==> src/rtl/da2dac_if.sv <==
// -----------------------------------------------------------------------------
// da2dac_if
// Groups the generator-side request/acknowledge bus and the Pmod DA2 pin
// bundle. The controller uses it through the slave modport. The
// generator (or a testbench) uses it through the master modport.
//
// Signals:
//   dacdav  - write request from the generator (level)
//   davdac  - one-cycle acknowledge back to the generator
//   dacdata - sample word (binary in [11:0], or 4 BCD digits)
//   dacch   - channel mask, bit 0 = DAC A, bit 1 = DAC B
//   dacsync - shared SYNC to both converters, active low
//   dacsclk - shared serial clock, idles high
//   dacdina - serial data to DAC A
//   dacdinb - serial data to DAC B
// -----------------------------------------------------------------------------
interface da2dac_if;
   logic        dacdav;
   logic        davdac;
   logic [15:0] dacdata;
   logic [1:0]  dacch;
   logic        dacsync;
   logic        dacsclk;
   logic        dacdina;
   logic        dacdinb;

   modport master (
      output dacdav,
      output dacdata,
      output dacch,
      input  davdac,
      input  dacsync,
      input  dacsclk,
      input  dacdina,
      input  dacdinb
   );

   modport slave (
      input  dacdav,
      input  dacdata,
      input  dacch,
      output davdac,
      output dacsync,
      output dacsclk,
      output dacdina,
      output dacdinb
   );
endinterface

==> src/rtl/da2dac.sv <==
// -----------------------------------------------------------------------------
// da2dac
// Pmod DA2 write controller. It takes a 12-bit sample and a channel mask over
// the dacdav/davdac handshake. It shifts one 16-bit frame per converter
// (2 zero bits, PD1:PD0 = 00, D11..D0, MSB first) onto the two DAC121S101
// parts. The parts share SYNC/SCLK and each has its own data line.
// Each channel has a shadow register. A channel that is not selected resends
// its shadow, so its output holds while the other channel updates.
//
// Parameters:
//   CLKDIV - SCLK half-period in CLK cycles (2..255)
//
// Ports:
//   CLK   - system clock, rising edge
//   reset - synchronous, active-high reset
//   bus   - da2dac_if.slave (handshake, sample, channel mask, DAC pins)
//
// Optional build macro:
//   DA2_BCD_EN - when defined, dacdata carries 4 BCD digits. They are
//                converted to binary in LOAD, with each digit clamped to 9
//                and the result saturated at 4095.
// -----------------------------------------------------------------------------
module da2dac #(
   parameter int CLKDIV = 4
) (
   input logic   CLK,
   input logic   reset,
   da2dac_if.slave bus
);

   localparam logic [2:0] ST_IDLE  = 3'd0;
   localparam logic [2:0] ST_LOAD  = 3'd1;
   localparam logic [2:0] ST_SHIFT = 3'd2;
   localparam logic [2:0] ST_ACK   = 3'd3;
   localparam logic [2:0] ST_GAP   = 3'd4;

   localparam logic [7:0] DIV_LAST = 8'(CLKDIV - 1);

   logic [2:0]  state;
   logic [7:0]  div_cnt;
   logic [5:0]  half_cnt;
   logic [15:0] shift_a;
   logic [15:0] shift_b;
   logic [11:0] shadow_a;
   logic [11:0] shadow_b;
   logic        sync;
   logic        sclk;
   logic        dina;
   logic        dinb;
   logic        ack;

   logic [11:0] sample;
   logic [11:0] next_a;
   logic [11:0] next_b;
   logic [15:0] word_a;
   logic [15:0] word_b;

`ifdef DA2_BCD_EN
   logic [3:0]  dig3;
   logic [3:0]  dig2;
   logic [3:0]  dig1;
   logic [3:0]  dig0;
   logic [13:0] bcd_sum;

   function automatic logic [3:0] clamp9(input logic [3:0] d);
      return (d > 4'd9) ? 4'd9 : d;
   endfunction

   // Turn the four BCD digits into a binary value. An invalid digit is
   // clamped to 9 and anything above full scale is pinned at 4095. The
   // largest possible sum is 9999, so 14 bits are enough.
   always_comb begin
      dig3    = clamp9(bus.dacdata[15:12]);
      dig2    = clamp9(bus.dacdata[11:8]);
      dig1    = clamp9(bus.dacdata[7:4]);
      dig0    = clamp9(bus.dacdata[3:0]);
      bcd_sum = 14'(dig3) * 14'd1000 + 14'(dig2) * 14'd100
              + 14'(dig1) * 14'd10   + 14'(dig0);
      sample  = (bcd_sum > 14'd4095) ? 12'hFFF : bcd_sum[11:0];
   end
`else
   logic unused_hi;

   // In binary mode only the low 12 bits of dacdata are meaningful.
   always_comb begin
      sample = bus.dacdata[11:0];
   end

   assign unused_hi = ^bus.dacdata[15:12];
`endif

   // Choose what each data line carries in the coming frame. A selected
   // channel takes the new sample. Any other channel repeats its shadow,
   // because the shared SYNC forces both converters to receive a frame.
   always_comb begin
      next_a = bus.dacch[0] ? sample : shadow_a;
      next_b = bus.dacch[1] ? sample : shadow_b;
      word_a = {4'b0000, next_a};
      word_b = {4'b0000, next_b};
   end

   // Main sequencer. In SHIFT, div_cnt sets the SCLK half-period and
   // half_cnt counts SCLK toggles. There are 32 toggles in a frame:
   // 16 falling edges where the DAC samples, and 16 rising edges where the
   // next bit is presented. SYNC rises together with the 32nd toggle (the
   // final return of SCLK to high). The extra cycle at half_cnt == 32 places
   // the acknowledge one cycle after SYNC goes high.
   always_ff @(posedge CLK) begin
      if (reset) begin
         state    <= ST_IDLE;
         div_cnt  <= 8'd0;
         half_cnt <= 6'd0;
         shift_a  <= 16'd0;
         shift_b  <= 16'd0;
         shadow_a <= 12'd0;
         shadow_b <= 12'd0;
         sync     <= 1'b1;
         sclk     <= 1'b1;
         dina     <= 1'b0;
         dinb     <= 1'b0;
         ack      <= 1'b0;
      end else begin
         ack <= 1'b0;
         case (state)
            ST_IDLE: begin
               if (bus.dacdav) begin
                  state <= ST_LOAD;
               end
            end

            ST_LOAD: begin
               shadow_a <= next_a;
               shadow_b <= next_b;
               div_cnt  <= 8'd0;
               half_cnt <= 6'd0;
               if (bus.dacch == 2'b00) begin
                  state <= ST_ACK;
                  ack   <= 1'b1;
               end else begin
                  sync    <= 1'b0;
                  sclk    <= 1'b1;
                  dina    <= word_a[15];
                  dinb    <= word_b[15];
                  shift_a <= {word_a[14:0], 1'b0};
                  shift_b <= {word_b[14:0], 1'b0};
                  state   <= ST_SHIFT;
               end
            end

            ST_SHIFT: begin
               if (half_cnt == 6'd32) begin
                  state <= ST_ACK;
                  ack   <= 1'b1;
                  dina  <= 1'b0;
                  dinb  <= 1'b0;
               end else if (div_cnt == DIV_LAST) begin
                  div_cnt  <= 8'd0;
                  half_cnt <= half_cnt + 6'd1;
                  sclk     <= ~sclk;
                  // A low-to-high SCLK transition is where the next bit goes out
                  if (!sclk) begin
                     dina    <= shift_a[15];
                     dinb    <= shift_b[15];
                     shift_a <= {shift_a[14:0], 1'b0};
                     shift_b <= {shift_b[14:0], 1'b0};
                  end
                  if (half_cnt == 6'd31) begin
                     sync <= 1'b1;
                  end
               end else begin
                  div_cnt <= div_cnt + 8'd1;
               end
            end

            ST_ACK: begin
               dina     <= 1'b0;
               dinb     <= 1'b0;
               div_cnt  <= 8'd0;
               half_cnt <= 6'd0;
               state    <= ST_GAP;
            end

            ST_GAP: begin
               // Keep SYNC high for at least CLKDIV cycles before the next frame can begin
               if (div_cnt == DIV_LAST) begin
                  div_cnt <= 8'd0;
                  state   <= ST_IDLE;
               end else begin
                  div_cnt <= div_cnt + 8'd1;
               end
            end

            default: begin
               state <= ST_IDLE;
            end
         endcase
      end
   end

   assign bus.davdac  = ack;
   assign bus.dacsync = sync;
   assign bus.dacsclk = sclk;
   assign bus.dacdina = dina;
   assign bus.dacdinb = dinb;

endmodule

==> src/flat_wrapper.sv <==
// flat-port wrapper written by rule: the top's interface ports become plain ports
module da2dac_flat 
#(
   parameter int CLKDIV = 4
)
  (CLK, reset, bus_dacdav, bus_dacdata, bus_dacch, bus_davdac, bus_dacsync, bus_dacsclk, bus_dacdina, bus_dacdinb);
  da2dac_if bus_i ();
  input logic CLK;
  input logic reset;
  input wire logic [$bits(bus_i.dacdav)-1:0] bus_dacdav;
  input wire logic [$bits(bus_i.dacdata)-1:0] bus_dacdata;
  input wire logic [$bits(bus_i.dacch)-1:0] bus_dacch;
  output wire logic [$bits(bus_i.davdac)-1:0] bus_davdac;
  output wire logic [$bits(bus_i.dacsync)-1:0] bus_dacsync;
  output wire logic [$bits(bus_i.dacsclk)-1:0] bus_dacsclk;
  output wire logic [$bits(bus_i.dacdina)-1:0] bus_dacdina;
  output wire logic [$bits(bus_i.dacdinb)-1:0] bus_dacdinb;
  assign bus_i.dacdav = bus_dacdav;
  assign bus_i.dacdata = bus_dacdata;
  assign bus_i.dacch = bus_dacch;
  assign bus_davdac = bus_i.davdac;
  assign bus_dacsync = bus_i.dacsync;
  assign bus_dacsclk = bus_i.dacsclk;
  assign bus_dacdina = bus_i.dacdina;
  assign bus_dacdinb = bus_i.dacdinb;
  da2dac #(.CLKDIV(CLKDIV)) u_core (.CLK(CLK), .reset(reset), .bus(bus_i));
endmodule
==> config.mk <==
export PLATFORM = sky130hd
export DESIGN_NAME = da2dac_flat
export DESIGN_NICKNAME = d
export VERILOG_FILES = /design/src/rtl/da2dac_if.sv /design/src/rtl/da2dac.sv /design/src/flat_wrapper.sv
export SDC_FILE = /design/constraint.sdc
export NUM_CORES = 1
export LEC_CHECK = 0
export CAP_MARGIN = 20
export CORE_AREA = 2 2 89 91
export DETAILED_ROUTE_END_ITERATION = 10
export DIE_AREA = 0 0 91 93
export PLACE_DENSITY = 0.69
export RECOVER_POWER = 100
export REMOVE_ABC_BUFFERS = 1
export SYNTH_ARGS = -nofsm -noshare
export SYNTH_HDL_FRONTEND = slang
export SYNTH_SLANG_ARGS = --single-unit
==> constraint.sdc <==
create_clock -name CLK -period 2.2 [get_ports CLK]
set_input_delay 0.55 -clock CLK [delete_from_list [all_inputs] [get_ports CLK]]
set_output_delay 0.55 -clock CLK [all_outputs]
set_load 0.02 [all_outputs]
== Word-level counts from Yosys, hierarchy flattened ==
Index checks and enable logic that the tools add are counted.

* Register bits after elaboration: 78
* Input port bits: 21
* Output and inout port bits: 5
* Word-level logic and storage cells: 89

* Add/sub/neg operators: 2
* Equal/unequal tests: 17
* Multiplexer cells: 43
* Bitwise logic cells: 1
* Reductions and logical operators: 14

{| class="wikitable"
|+ Operators by type and width
! operator !! number
|-
| 2-to-1 mux 16 bit || 8
|-
| one-hot mux 16 bit (2 select lines) || 2
|-
| 2-to-1 mux 12 bit || 2
|-
| one-hot mux 8 bit (3 select lines) || 1
|-
| 2-to-1 mux 1 bit || 16
|-
| 2-to-1 mux 8 bit || 2
|-
| one-hot mux 3 bit (5 select lines) || 1
|-
| 2-to-1 mux 6 bit || 2
|-
| one-hot mux 6 bit (2 select lines) || 1
|-
| AND reduction 5 bit || 2
|-
| 2-to-1 mux 3 bit || 3
|-
| adder 8 x 1 -> 8 bit (second input constant) || 1
|-
| == test 8 x 2 -> 1 bit (second input constant) || 1
|-
| != test 2 x 1 -> 1 bit (second input constant) || 4
|-
| != test 2 bit (second input constant) || 4
|-
| AND reduction 4 bit || 2
|-
| adder 6 x 1 -> 6 bit (second input constant) || 1
|-
| == test 3 x 2 -> 1 bit (second input constant) || 2
|-
| == test 6 x 5 -> 1 bit (second input constant) || 1
|-
| == test 6 bit (second input constant) || 1
|-
| one-hot mux 1 bit (2 select lines) || 3
|-
| one-hot mux 1 bit (3 select lines) || 2
|-
| AND reduction 3 bit || 2
|-
| nonzero test 3 bit || 2
|-
| other kinds (10) || 11
|}

== Logic depth before layout (Yosys ltp) ==
Gate-level depths: netlist (run 1).

* Word-level depth: 5
* Gate-level depth with buffers: 9
* Depth with buffers taken out: 7

== Worst setup path before layout (run 1) ==
OpenSTA, ideal clock, no wires.

* Path kind: input to register
* From: in bus_dacch[1]
* To: reg u_core.shift_a[6]
* Arrival time: 1.937 ns
* Setup slack: 0.193 ns
* Stages on the path: 8
* Cell sequence: clkbuf_1 -> o21ai_0 -> mux2i_1 -> o211a_1 -> buf_6 -> buf_12 -> o211ai_2 -> a21oi_2

* Word-level cells in the longest chain between the ends: 3

{| class="wikitable"
|+ RTL lines
! item !! line !! source
|-
| start: declaration || flat_wrapper.sv:12 || <nowiki>input wire logic [$bits(bus_i.dacch)-1:0] bus_dacch;</nowiki>
|-
| zero test 2 bit || da2dac.sv:136 || <nowiki>if (bus.dacch == 2'b00) begin</nowiki>
|-
| != test 2 bit (no source line) || -- ||
|-
| AND reduction 5 bit (no source line) || -- ||
|-
| end signal: assignment || da2dac.sv:144 || <nowiki>shift_a <= {word_a[14:0], 1'b0};</nowiki>
|-
| end signal: assignment || da2dac.sv:164 || <nowiki>shift_a <= {shift_a[14:0], 1'b0};</nowiki>
|-
| end: declaration || da2dac.sv:42 || <nowiki>logic [15:0] shift_a;</nowiki>
|}

Every way passes these cells.
A chain may end at the register's enable or synchronous reset.

== Final worst setup path (run 1) ==
* From: reg u_core.div_cnt[1]
* To: reg u_core.shift_b[5]

* Word-level cells in the longest chain between the ends: 3

{| class="wikitable"
|+ RTL lines
! item !! line !! source
|-
| start: declaration || da2dac.sv:40 || <nowiki>logic [7:0] div_cnt;</nowiki>
|-
| start signal: assignment || da2dac.sv:171 || <nowiki>div_cnt <= div_cnt + 8'd1;</nowiki>
|-
| start signal: assignment || da2dac.sv:189 || <nowiki>div_cnt <= div_cnt + 8'd1;</nowiki>
|-
| == test 8 x 2 -> 1 bit || da2dac.sv:156 || <nowiki>end else if (div_cnt == DIV_LAST) begin</nowiki>
|-
| != test 2 x 1 -> 1 bit (no source line) || -- ||
|-
| AND reduction 5 bit (no source line) || -- ||
|-
| end signal: assignment || da2dac.sv:145 || <nowiki>shift_b <= {word_b[14:0], 1'b0};</nowiki>
|-
| end signal: assignment || da2dac.sv:165 || <nowiki>shift_b <= {shift_b[14:0], 1'b0};</nowiki>
|-
| end: declaration || da2dac.sv:43 || <nowiki>logic [15:0] shift_b;</nowiki>
|}

Every way passes these cells.

==> results.json, run 1 <==
{
  "drive_above_1_share_pct": 16.81,
  "cp.required_ps": 2440,
  "rows": 32,
  "clock-skew-final_ps": 8.274,
  "ys_types": 47,
  "drt_wl_total_um": 7521,
  "hp-class": "flip-flop to flip-flop",
  "fin_ws_ps": 91.90,
  "fin_nets": 471,
  "route.detailed.drc": 0,
  "final_cell_mix": "75 x dfxtp_1, 67 x nand2_1, 50 x nor2_1",
  "drt_iter0_markers": 121,
  "dp_slack_ps": -117.7,
  "hpwl_um": 4949,
  "place_congestion": 0.8537,
  "netlist.area_leader.share_pct": 41.23,
  "synthArstFlopShare_pct": 0,
  "clock_latency_ps": 350,
  "core_mm2": 0.007527,
  "cp.depth": 8,
  "synthTopCellsByArea": "dfxtp_1 41%, mux2i_1 7.6%, nand2_1 6.8%",
  "critPathMaxFanout": 24,
  "dp_cells": 535,
  "grt_pass1_wl_um": 12960,
  "synth_edf_count": 0,
  "grt_pass1_vias": 2831,
  "whs_path_depth": 2,
  "status": "complete, no violations",
  "maxCapViolCount": 0,
  "cp_top_family": "simple AND/OR/NAND/NOR gates",
  "cts-root-buf": "clkbuf_8",
  "mostFrequentLayoutCell": "dfxtp_1",
  "synthFlopType": "dfxtp_1",
  "ys_seq_area_share_pct": 41.23,
  "relSlewSlack_pct": 57.36,
  "critPathArrivalTime_ps": 2340,
  "cp-start-kind": "flip-flop",
  "crit_slowest_cell": "or4b_4",
  "place_area_mm2": 0.004041,
  "path_clk_slew_ps": 80,
  "portBuffers": 21,
  "clock.fmax_mhz": 474.4,
  "hold_viol_final": 0,
  "fin_area_mm2": 0.004324,
  "cts_tree": "done",
  "diodes": 0,
  "cp-end-kind": "flip-flop",
  "clk_path_buf_depth": 2,
  "drv_slew": 0,
  "die_w_um": 91,
  "vias_per_cell": 5.442,
  "irDropWorstVdd_mv": 0.4830,
  "dr.pass1.iters": 4,
  "htreeDepth": 3,
  "overflow": 0,
  "path_class": "flip-flop to flip-flop",
  "critPathMaxStageDelay_ps": 510,
  "ys_warn_count": 0,
  "worstPathCellList": "ha_2 > or4b_4 > a211oi_4 > o211ai_1 > buf_12 > buf_4 > nand2_1 > a21oi_1",
  "synth_cells": 427,
  "holdWs_ps": 447.6,
  "cp_num_buf_inv": 2,
  "cts_buffers": 9,
  "instances_no_fill": 554,
  "ant_nets": 0,
  "finalSetupViolCount": 0,
  "vias": 3015,
  "areaGrowthSynthToFinish_pct": 17.19,
  "r2r_cells": 8,
  "wire_per_inst_um": 13.58,
  "cts_sinks": 76,
  "dieArea_mm2": 0.008463,
  "fin_crit_sh_pct": 95.82,
  "synth_seq_cells": 76,
  "power_density_mw_per_mm2": 792.0,
  "grt_usage_pct": 18.61,
  "dieHeight_um": 93,
  "tightestPinTransition_ps": 638.2,
  "start_util_pct": 49.02,
  "synth_top_area_cell": "dfxtp_1",
  "antenna_found_initial": 0,
  "syn_avg_cell_area_um2": 8.641,
  "grt_max_degree": 45,
  "ios": 26,
  "fin_crit_ps": 2108,
  "p_leak_nw": 1.630,
  "syn_area_mm2": 0.003690
}
-- worst reg2reg max path: stages, from the launching register on --
cell and delay (ps):
dfxtp_2 370, ha_2 210, or4b_4 510, a211oi_4 280, o211ai_1 160, buf_12 200, buf_4 160, nand2_1 70
a21oi_1 50
-- repair_timing --
action / in CTS / in global routing
resized for setup: 0 / 4
endpoints found under the setup margin: 0 / 40
endpoints found under the hold margin: 0 / 0
buffers inserted: 0 / 2
hold buffers: 0 / 0
-- kinds of logic after synthesis --
logic type,count (synthesis),synth area share (%)
AO/OA/AOI/OAI,104,21.80
multiplexers,28,7.596
XOR/XNOR,9,2.136
buffers and inverters,39,5.527
AND/OR/NAND/NOR,168,20.69
flip-flops,76,41.23
adder cells (fa/ha/maj),3,1.017
-- synth_stat cells, types with 2 or more instances --
| cell | n |
|---|---|
| buf_2 | 5 |
| o31ai_1 | 2 |
| dfxtp_1 | 76 |
| o211ai_2 | 14 |
| buf_12 | 2 |
| nand4b_1 | 2 |
| and2_1 | 3 |
| nand4_1 | 3 |
| buf_1 | 2 |
| and3_1 | 2 |
| o211ai_1 | 10 |
| o21ai_0 | 5 |
| nor2b_1 | 3 |
| nor2_1 | 51 |
| clkbuf_1 | 23 |
| mux2i_1 | 28 |
| xnor2_1 | 3 |
| inv_1 | 4 |
| or3b_1 | 2 |
| nand2_1 | 67 |
| nor3_1 | 4 |
| a21oi_1 | 26 |
| xor2_1 | 6 |
| buf_6 | 2 |
| a211oi_1 | 22 |
| nand2b_1 | 4 |
| a22oi_1 | 4 |
| nand3_1 | 18 |
| a21oi_2 | 14 |
| ha_1 | 3 |
-- layer usage --
layer,track usage (%),vias up,part of all wire (%)
li1,-,1544,-
met1,24.76,1399,49
met2,29.69,58,46
met3,3.546,14,3.6
met4,7.955,0,1.8
met5,0,-,0
-- final timing paths --
path,startpoint,endpoint,slack (ps)
max,u_core.div_cnt[1],u_core.shift_b[5],90
min,u_core.shift_a[15],u_core.shift_a[15],450
max reg2reg,u_core.div_cnt[1],u_core.shift_b[5],90
min reg2reg,u_core.shift_a[15],u_core.shift_a[15],450
-- sequential cells by signal, summed over array words and instances (netlist names) --
register and flops:
u_core.shadow_b 12, u_core.state 3, u_core.shift_b 15, u_core.half_cnt 6, u_core.shift_a 15, u_core.bus.davdac 1, u_core.bus.dacdinb 1, u_core.bus.dacsync 1
u_core.div_cnt 8, u_core.bus.dacsclk 1, u_core.bus.dacdina 1, u_core.shadow_a 12
-- area by class of cell --
class	count	area, um2
Fill cell	696	3203
Multi-Input combinational cell	312	1989
Sequential cell	76	1523
Timing Repair Buffer	44	441.7
Clock buffer	13	158.9
Tap cell	102	127.6
Clock inverter	3	68.82
Inverter	4	15.01
-- power by group --
| part | switching [mW] | internal (mW) |
|---|---|---|
| Sequential | 0.0548 | 1.48 |
| Combinational | 0.396 | 0.288 |
| Clock | 0.506 | 0.705 |
-- metrics by stage --
stage / total power [mW] / util, % / TNS, ps
after CTS: 3.427 / 56.72 / 0
after detailed placement: 2.216 / 53.69 / -2113
after global routing: 3.595 / 57.45 / -27.29
final: 3.425 / 57.45 / 0
after floorplan: 1.959 / - / -35320
after global placement: 2.201 / 53.69 / -298.2
Power figures use the tool's default switching activity.
==> run 2, diff against run 1 <==
Settings changed: SLEW_MARGIN set to 20.
==> results of run 2 <==
Same layout as run 1: the final DEF is identical, and so are final timing and power.
==> run 3, diff against run 2 <==
Settings changed: CTS_CLUSTER_SIZE set to 8.
==> results of run 3 <==
Same layout as run 1: the final DEF is identical, and so are final timing and power.
